## config.mk

```make
export PLATFORM = sky130hd
export DESIGN_NAME = tow_rand_gen_flat
export DESIGN_NICKNAME = d
export VERILOG_FILES = /design/src/rtl/tow_pkg.sv /design/src/rtl/tow_rand_gen_if.sv /design/src/rtl/tow_rand_gen_tick_div.sv /design/src/rtl/tow_rand_gen.sv /design/src/flat_wrapper.sv
export SDC_FILE = /design/constraint.sdc
export NUM_CORES = 1
export LEC_CHECK = 0
export CAP_MARGIN = 20
export CORE_MARGIN = 3
export CORE_UTILIZATION = 55
export CTS_BUF_LIST = sky130_fd_sc_hd__clkbuf_8
export DETAILED_ROUTE_END_ITERATION = 8
export PLACE_DENSITY = 0.85
export SLEW_MARGIN = 25
export SYNTH_ARGS = -nofsm -noshare
export SYNTH_HDL_FRONTEND = slang
export SYNTH_SLANG_ARGS = --single-unit
```

## constraint.sdc

```tcl
create_clock -name clk -period 3.09 [get_ports clk]
set_input_delay 0.4635 -clock clk [delete_from_list [all_inputs] [get_ports clk]]
set_output_delay 0.4635 -clock clk [all_outputs]
set_load 0.05 [all_outputs]
```

## src/rtl/tow_pkg.sv

```systemverilog
// tow_pkg: shared widths, taps, default seed and LFSR step for the Tug-of-War random source
package tow_pkg;
  localparam int RND_W  = 9;
  localparam int TAP_HI = 8;
  localparam int TAP_LO = 4;
  typedef logic [RND_W-1:0] rnd_t;
  localparam rnd_t DEF_SEED = 9'h1A5;
  function automatic rnd_t lfsr_next(input rnd_t r);
    return {r[RND_W-2:0], r[TAP_HI] ^ r[TAP_LO]};
  endfunction
endpackage

```

## src/rtl/tow_rand_gen_if.sv

```systemverilog
// tow_rand_gen_if: control inputs and random outputs of the Tug-of-War random source
interface tow_rand_gen_if;
  import tow_pkg::*;
  logic enable;
  logic step_req;
  logic load;
  rnd_t seed_in;
  rnd_t rnd;
  logic rnd_valid;
  logic seed_err;
  modport master(output enable, step_req, load, seed_in, input rnd, rnd_valid, seed_err);
  modport slave(input enable, step_req, load, seed_in, output rnd, rnd_valid, seed_err);
endinterface

```

## src/rtl/tow_rand_gen_tick_div.sv

```systemverilog
// tick_div: enable-gated prescaler that raises tick on its last count and wraps
module tick_div #(
  parameter int TICK_DIV = 512
) (
  input  logic clk,
  input  logic reset,
  input  logic enable,
  input  logic clear,
  output logic tick
);
  localparam int CW = (TICK_DIV > 2) ? $clog2(TICK_DIV) : 1;
  logic [CW-1:0] cnt_q, cnt_d;
  assign tick = enable && (cnt_q == CW'(TICK_DIV - 1));
  always_comb begin
    cnt_d = cnt_q;
    cnt_d = (clear || tick) ? '0 : enable ? cnt_q + CW'(1) : cnt_q;
  end
  always_ff @(posedge clk or posedge reset)
    if (reset) cnt_q <= '0;
    else cnt_q <= cnt_d;
endmodule

```

## src/rtl/tow_rand_gen.sv

```systemverilog
// tow_rand_gen: 9-bit x^9+x^5+1 LFSR stepped by prescaler tick or on demand, with seed load
module tow_rand_gen
  import tow_pkg::*;
#(
  parameter int   TICK_DIV = 512,
  parameter rnd_t SEED     = DEF_SEED
) (
  input logic clk,
  input logic reset,
  tow_rand_gen_if.slave bus
);
  rnd_t rnd_q, rnd_d;
  logic valid_q, valid_d;
  logic err_q, err_d;
  logic tick, step, seed_zero;
  tick_div #(.TICK_DIV(TICK_DIV)) u_div (
    .clk(clk),
    .reset(reset),
    .enable(bus.enable),
    .clear(bus.load),
    .tick(tick)
  );
  assign step      = tick || bus.step_req;
  assign seed_zero = (bus.seed_in == '0);
  // a zero state (upset) would lock the LFSR, so a step from zero reseeds instead
  always_comb begin
    rnd_d   = rnd_q;
    valid_d = 1'b0;
    err_d   = 1'b0;
    rnd_d   = bus.load ? (seed_zero ? SEED : bus.seed_in)
            : step ? ((rnd_q == '0) ? SEED : lfsr_next(rnd_q))
            : rnd_q;
    valid_d = !bus.load && step;
    err_d   = bus.load && seed_zero;
  end
  always_ff @(posedge clk or posedge reset)
    if (reset) begin
      rnd_q   <= SEED;
      valid_q <= 1'b0;
      err_q   <= 1'b0;
    end else begin
      rnd_q   <= rnd_d;
      valid_q <= valid_d;
      err_q   <= err_d;
    end
  assign bus.rnd       = rnd_q;
  assign bus.rnd_valid = valid_q;
  assign bus.seed_err  = err_q;
endmodule

```

## src/flat_wrapper.sv

```systemverilog
// flat-port wrapper written by rule: the top's interface ports become plain ports
module tow_rand_gen_flat import tow_pkg::*;
#(
  parameter int   TICK_DIV = 512,
  parameter rnd_t SEED     = DEF_SEED
)
  (clk, reset, bus_enable, bus_step_req, bus_load, bus_seed_in, bus_rnd, bus_rnd_valid, bus_seed_err);
  tow_rand_gen_if bus_i ();
  input logic clk;
  input logic reset;
  input wire logic [$bits(bus_i.enable)-1:0] bus_enable;
  input wire logic [$bits(bus_i.step_req)-1:0] bus_step_req;
  input wire logic [$bits(bus_i.load)-1:0] bus_load;
  input wire logic [$bits(bus_i.seed_in)-1:0] bus_seed_in;
  output wire logic [$bits(bus_i.rnd)-1:0] bus_rnd;
  output wire logic [$bits(bus_i.rnd_valid)-1:0] bus_rnd_valid;
  output wire logic [$bits(bus_i.seed_err)-1:0] bus_seed_err;
  assign bus_i.enable = bus_enable;
  assign bus_i.step_req = bus_step_req;
  assign bus_i.load = bus_load;
  assign bus_i.seed_in = bus_seed_in;
  assign bus_rnd = bus_i.rnd;
  assign bus_rnd_valid = bus_i.rnd_valid;
  assign bus_seed_err = bus_i.seed_err;
  tow_rand_gen #(.TICK_DIV(TICK_DIV), .SEED(SEED)) u_core (.clk(clk), .reset(reset), .bus(bus_i));
endmodule
```

Word level (Yosys, flattened, before mapping)
Cells that the tools add are included.
- output and inout port bits: 11
- flip-flop bits (word level): 20
- input port bits: 14
- multiplexer cells: 6
- bitwise gates (word level): 1
- equality and inequality tests: 1
- reduce and logical (&&, ||, !) cells: 10
- $add $sub $neg: 1
- operator list (kind ; count):
    $mux 9 ; 6
    $logic_not 9->1 ; 2
    $add 9x1->9 const B ; 1
    $eq 9x9->1 const B ; 1
    $reduce_bool 2->1 ; 2
    $logic_and 1x1->1 ; 3
    $logic_or 1x1->1 ; 2
    $logic_not 1->1 ; 1
    $xor 1x1->1 ; 1

Depth between registers and ports, before layout
- word-level depth: 5
- depth in mapped cells: 8

Modules after synthesis
A second synthesis with hierarchy kept.
- cells, all modules: 105
- area total of the unflattened synthesis: 1094.8 sq um
- by module, submodules not included (module ; area an instance (sq um) ; seq. area each (sq um) ; cells each ; times used):
    tow_rand_gen ; 611.8 ; 281.5 ; 59 ; 1
    tick_div ; 483.0 ; 225.2 ; 46 ; 1

Worst setup path after synthesis
No wires, ideal clock.
- kind: register to register
- from: register u_core.u_div.cnt_q[0]
- to: register u_core.rnd_q[4], in the netlist u_core.bus.rnd[4]
- setup slack: 1454 ps
- required time: 2958 ps
- arrival: 1504 ps
- period minus slack after synthesis: 1636 ps
- library setup time: 132 ps
- cell stages (with the launch flop): 9
- path through: dfrtp_1 -> ha_1 -> nand3_1 -> nor2_1 -> ha_1 -> a21oi_2 -> buf_4 -> mux2i_1 -> o21ai_1
- longest elaborated chain between the ends: 4
- ends and longest elaborated chain (item ; line ; RTL):
    start: declaration ; tow_rand_gen_tick_div.sv:12 ; logic [CW-1:0] cnt_q, cnt_d;
    start signal: assignment ; tow_rand_gen_tick_div.sv:20 ; else cnt_q <= cnt_d;
    $eq 9x9->1 ; tow_rand_gen_tick_div.sv:13 ; assign tick = enable && (cnt_q == CW'(TICK_DIV - 1));
    $logic_and 1x1->1 ; tow_rand_gen_tick_div.sv:13 ;
    $logic_or 1x1->1 ; tow_rand_gen.sv:23 ; assign step = tick || bus.step_req;
    $reduce_bool 2->1 (no line) ; -- ;
    end signal: assignment ; tow_rand_gen.sv:42 ; rnd_q <= rnd_d;
    end: declaration ; tow_rand_gen.sv:12 ; rnd_t rnd_q, rnd_d;
Every way passes these cells.
A chain may end at the register's enable or synchronous reset.

Final worst setup path
- from: register u_core.rnd_q[8], in the netlist u_core.bus.rnd[8]
- to: output port bus_rnd[8]
- RTL lines (item ; line ; RTL):
    end: declaration ; flat_wrapper.sv:15 ; output wire logic [$bits(bus_i.rnd)-1:0] bus_rnd;
No word-level cell between the ends.

==> impl_metrics.yaml <==
status:
  status: "finished, final reports clean"
clock_tree:
  clkTransAtPathRegs_ns: 0.08
  worst_skew_pair.late_latency_ns: 0.26
  cts_buffers: 3
  cts_sinks: 20
  tritoncts: "yes"
  ctsHoldBuffers: 0
  clockBufferDepth: 2
  cts_setup_buffers: 0
  cts-root-buf: "clkbuf_8"
  cts_resized: 0
  htree_levels: 1
yosys:
  synth_edf_count: 0
  ys_seq_area_frac: 0.475
  synth_top_cell_by_area: "dfrtp_1"
  synth_top_area_share: 0.352
  synth_nets: 126
  synth_mux_area_frac: 0.0657
  post_synth.cell_area_avg_sq_um: 9.69
  ys_warn_count: 0
  synth.distinct_cells: 34
  synth-simple-area-share: 0.195
  synth-compound-area-share: 0.153
  synthesis.instances: 110
  synth_seq_cells: 20
  synthAdderAreaFrac: 0.0235
  async_flop_share: 1.00
  synth_top_family_by_area: "simple AND/OR/NAND/NOR gates"
  synth_most_common_cell: "dfrtp_1"
  synth_common_cells: "dfrtp_1 (15), nor2_1 (11), nand2_1 (9)"
  synth_area_leaders: "dfrtp_1 (35%), dfstp_2 (12%), mux2i_1 (6.6%)"
  synth_flop_cell: "dfrtp_1"
  synth_xor_area_frac: 0.0411
  syn_area_sq_um: 1070
die:
  die_h_um: 50.0
  io_pins: 25
  fp.dieW_um: 50.0
  std_cell_rows: 15
  initial_core_util: 0.598
  die_area_sq_um: 2500
  core_sq_um: 1780
global_route:
  grt_max_degree: 21
  grt-ovfl-total: 0
  grtUsageTotal: 0.221
  grt_pass1_wl_um: 4260
  grt_antenna_before_repair: 0
  grt_pass1_vias: 937
pwr:
  ir_drop_v: 0.000392
  power_density_nw_per_um2: 524
  p_leak_nw: 0.592
place:
  dpl.hpwl_um: 1750
  port-buffer-count: 24
  place_ws_ns: 0.944
  gp_congestion: 0.922
critical_path:
  slowest_stage: "clkdlybuf4s50_1"
  arrival_ns: 1.66
  cp_top_family: "buffers and inverters"
  crit_buf_inv: 1
  cp_cell_sequence: "clkdlybuf4s50_1"
  worstSetupStartpointType: "register"
  crit_path_max_fanout: 5
  max_stage_delay_ns: 0.81
  endpoint_kind: "primary output"
  path_class: "register to primary output"
  worst_ep_required_time_ns: 2.63
flow_run:
  drv_cap: 0
timing:
  finalCritPeriodShare: 0.687
  worst_slack_ns: 0.968
  tightestPinTransition_ns: 0.732
  fin_tns_setup_ns: 0
  slew_headroom: 0.511
  layout_min_cycle_time_ns: 2.12
  slew_viol_final: 0
  fmax_mhz: 471
  finClkSkew_ns: 0.00371
  hold_viol: 0
  rsz0062_at_grt: "false"
  setup_violations: 0
final_layout:
  layout.nets: 151
  drive_gt1_frac: 0.0970
  fillers: 128
  n_antenna_cell: 0
  syn_to_final_growth_pct: 29.6
detailed_routing:
  vias_per_cell: 5.86
  num_vias: 932
  ant_nets: 0
  drt-wirelength-per-cell_um: 15.2
  routed_wl_um: 2420
  firstDrtPassIters: 4
  drt_iter0_drc: 41
  drc: 0
worst_hold_path:
  holdCritPathClass: "register to register"
## routing by layer
layer  share of wire  up-vias  global-route usage
met2            0.49       27               0.359
met3           0.052        2              0.0363
li1                -      446                   -
met4          0.0070        0              0.0922
met1            0.45      457               0.290
met5               0        -                   0
## cells in the final DEF, fill, tap and decap left out, types with 2 or more instances in the layout
| cell type | count |
|---|---|
| xor2_1 | 4 |
| nand3_1 | 4 |
| nor4_1 | 3 |
| ha_1 | 2 |
| a21oi_1 | 7 |
| o21ai_0 | 3 |
| a31oi_1 | 3 |
| inv_1 | 6 |
| dfstp_2 | 5 |
| dfrtp_1 | 15 |
| nand4_1 | 2 |
| o221ai_1 | 3 |
| nor2b_1 | 3 |
| nand2_1 | 9 |
| clkbuf_8 | 3 |
| or3_1 | 3 |
| o21ai_1 | 4 |
| mux2i_1 | 7 |
| nor2_1 | 11 |
| clkdlybuf4s50_1 | 24 |
## cells by family (layout without fill, tap and decap cells)
kind of cell,after synthesis,after routing
buf+inv,10,34
xor+xnor,5,5
compound gates,26,26
mux,7,7
flops,20,20
fa+ha+maj,2,2
simple gates,40,40
## cell type report
type | count | area (sq um) | share of cell area
clock inverters | 1 | 30.0 | 0.0217
multi-input cells | 80 | 509 | 0.369
clock buffers | 3 | 41.3 | 0.0299
repair buffers | 24 | 240 | 0.174
well taps | 25 | 31.3 | 0.0226
inverters | 6 | 22.5 | 0.0163
flip-flops and latches | 20 | 507 | 0.367
## worst paths after layout
check / from / endpoint / slack (ns) / depth (start not counted)
hold reg to reg: u_core.u_div.cnt_q[8] / u_core.u_div.cnt_q[8] / 0.54 / 2
min in group asynchronous: reset / u_core.u_div.cnt_q[4] / 0.63 / 2
setup reg to reg: u_core.u_div.cnt_q[0] / u_core.bus.rnd[0] / 1.05 / 7
setup / recovery: u_core.bus.rnd[8] / bus_rnd[8] / 0.97 / 1
hold / removal: u_core.u_div.cnt_q[8] / u_core.u_div.cnt_q[8] / 0.54 / 2
max in group asynchronous: reset / u_core.u_div.cnt_q[1] / 2.00 / 2
## where the power goes
| part | leakage (nW) | total [mW] | switching, mW | internal, mW |
|---|---|---|---|---|
| logic | 0.304 | 0.158 | 0.0965 | 0.0615 |
| clock network | 0.0357 | 0.260 | 0.0877 | 0.173 |
| registers | 0.252 | 0.305 | 0.0217 | 0.284 |
## per-stage QoR
step,util,std cells,hold WS [ns],instance area (sq um),power (mW)
after detailed placement,0.735,155,0.526,1310,0.467
after global placement,0.735,155,0.522,1310,0.463
final,0.775,159,0.538,1380,0.724
after global routing,0.775,159,0.616,1380,0.756
after CTS,0.775,159,0.544,1380,0.730
after floorplan,-,110,0.424,1070,0.409
## flip-flops by register name (all words and copies together), names as in the netlist
signal                cells
u_core.bus.seed_err       1
u_core.bus.rnd_valid      1
u_core.bus.rnd            9
u_core.u_div.cnt_q        9
Power figures use the tool's default switching activity.
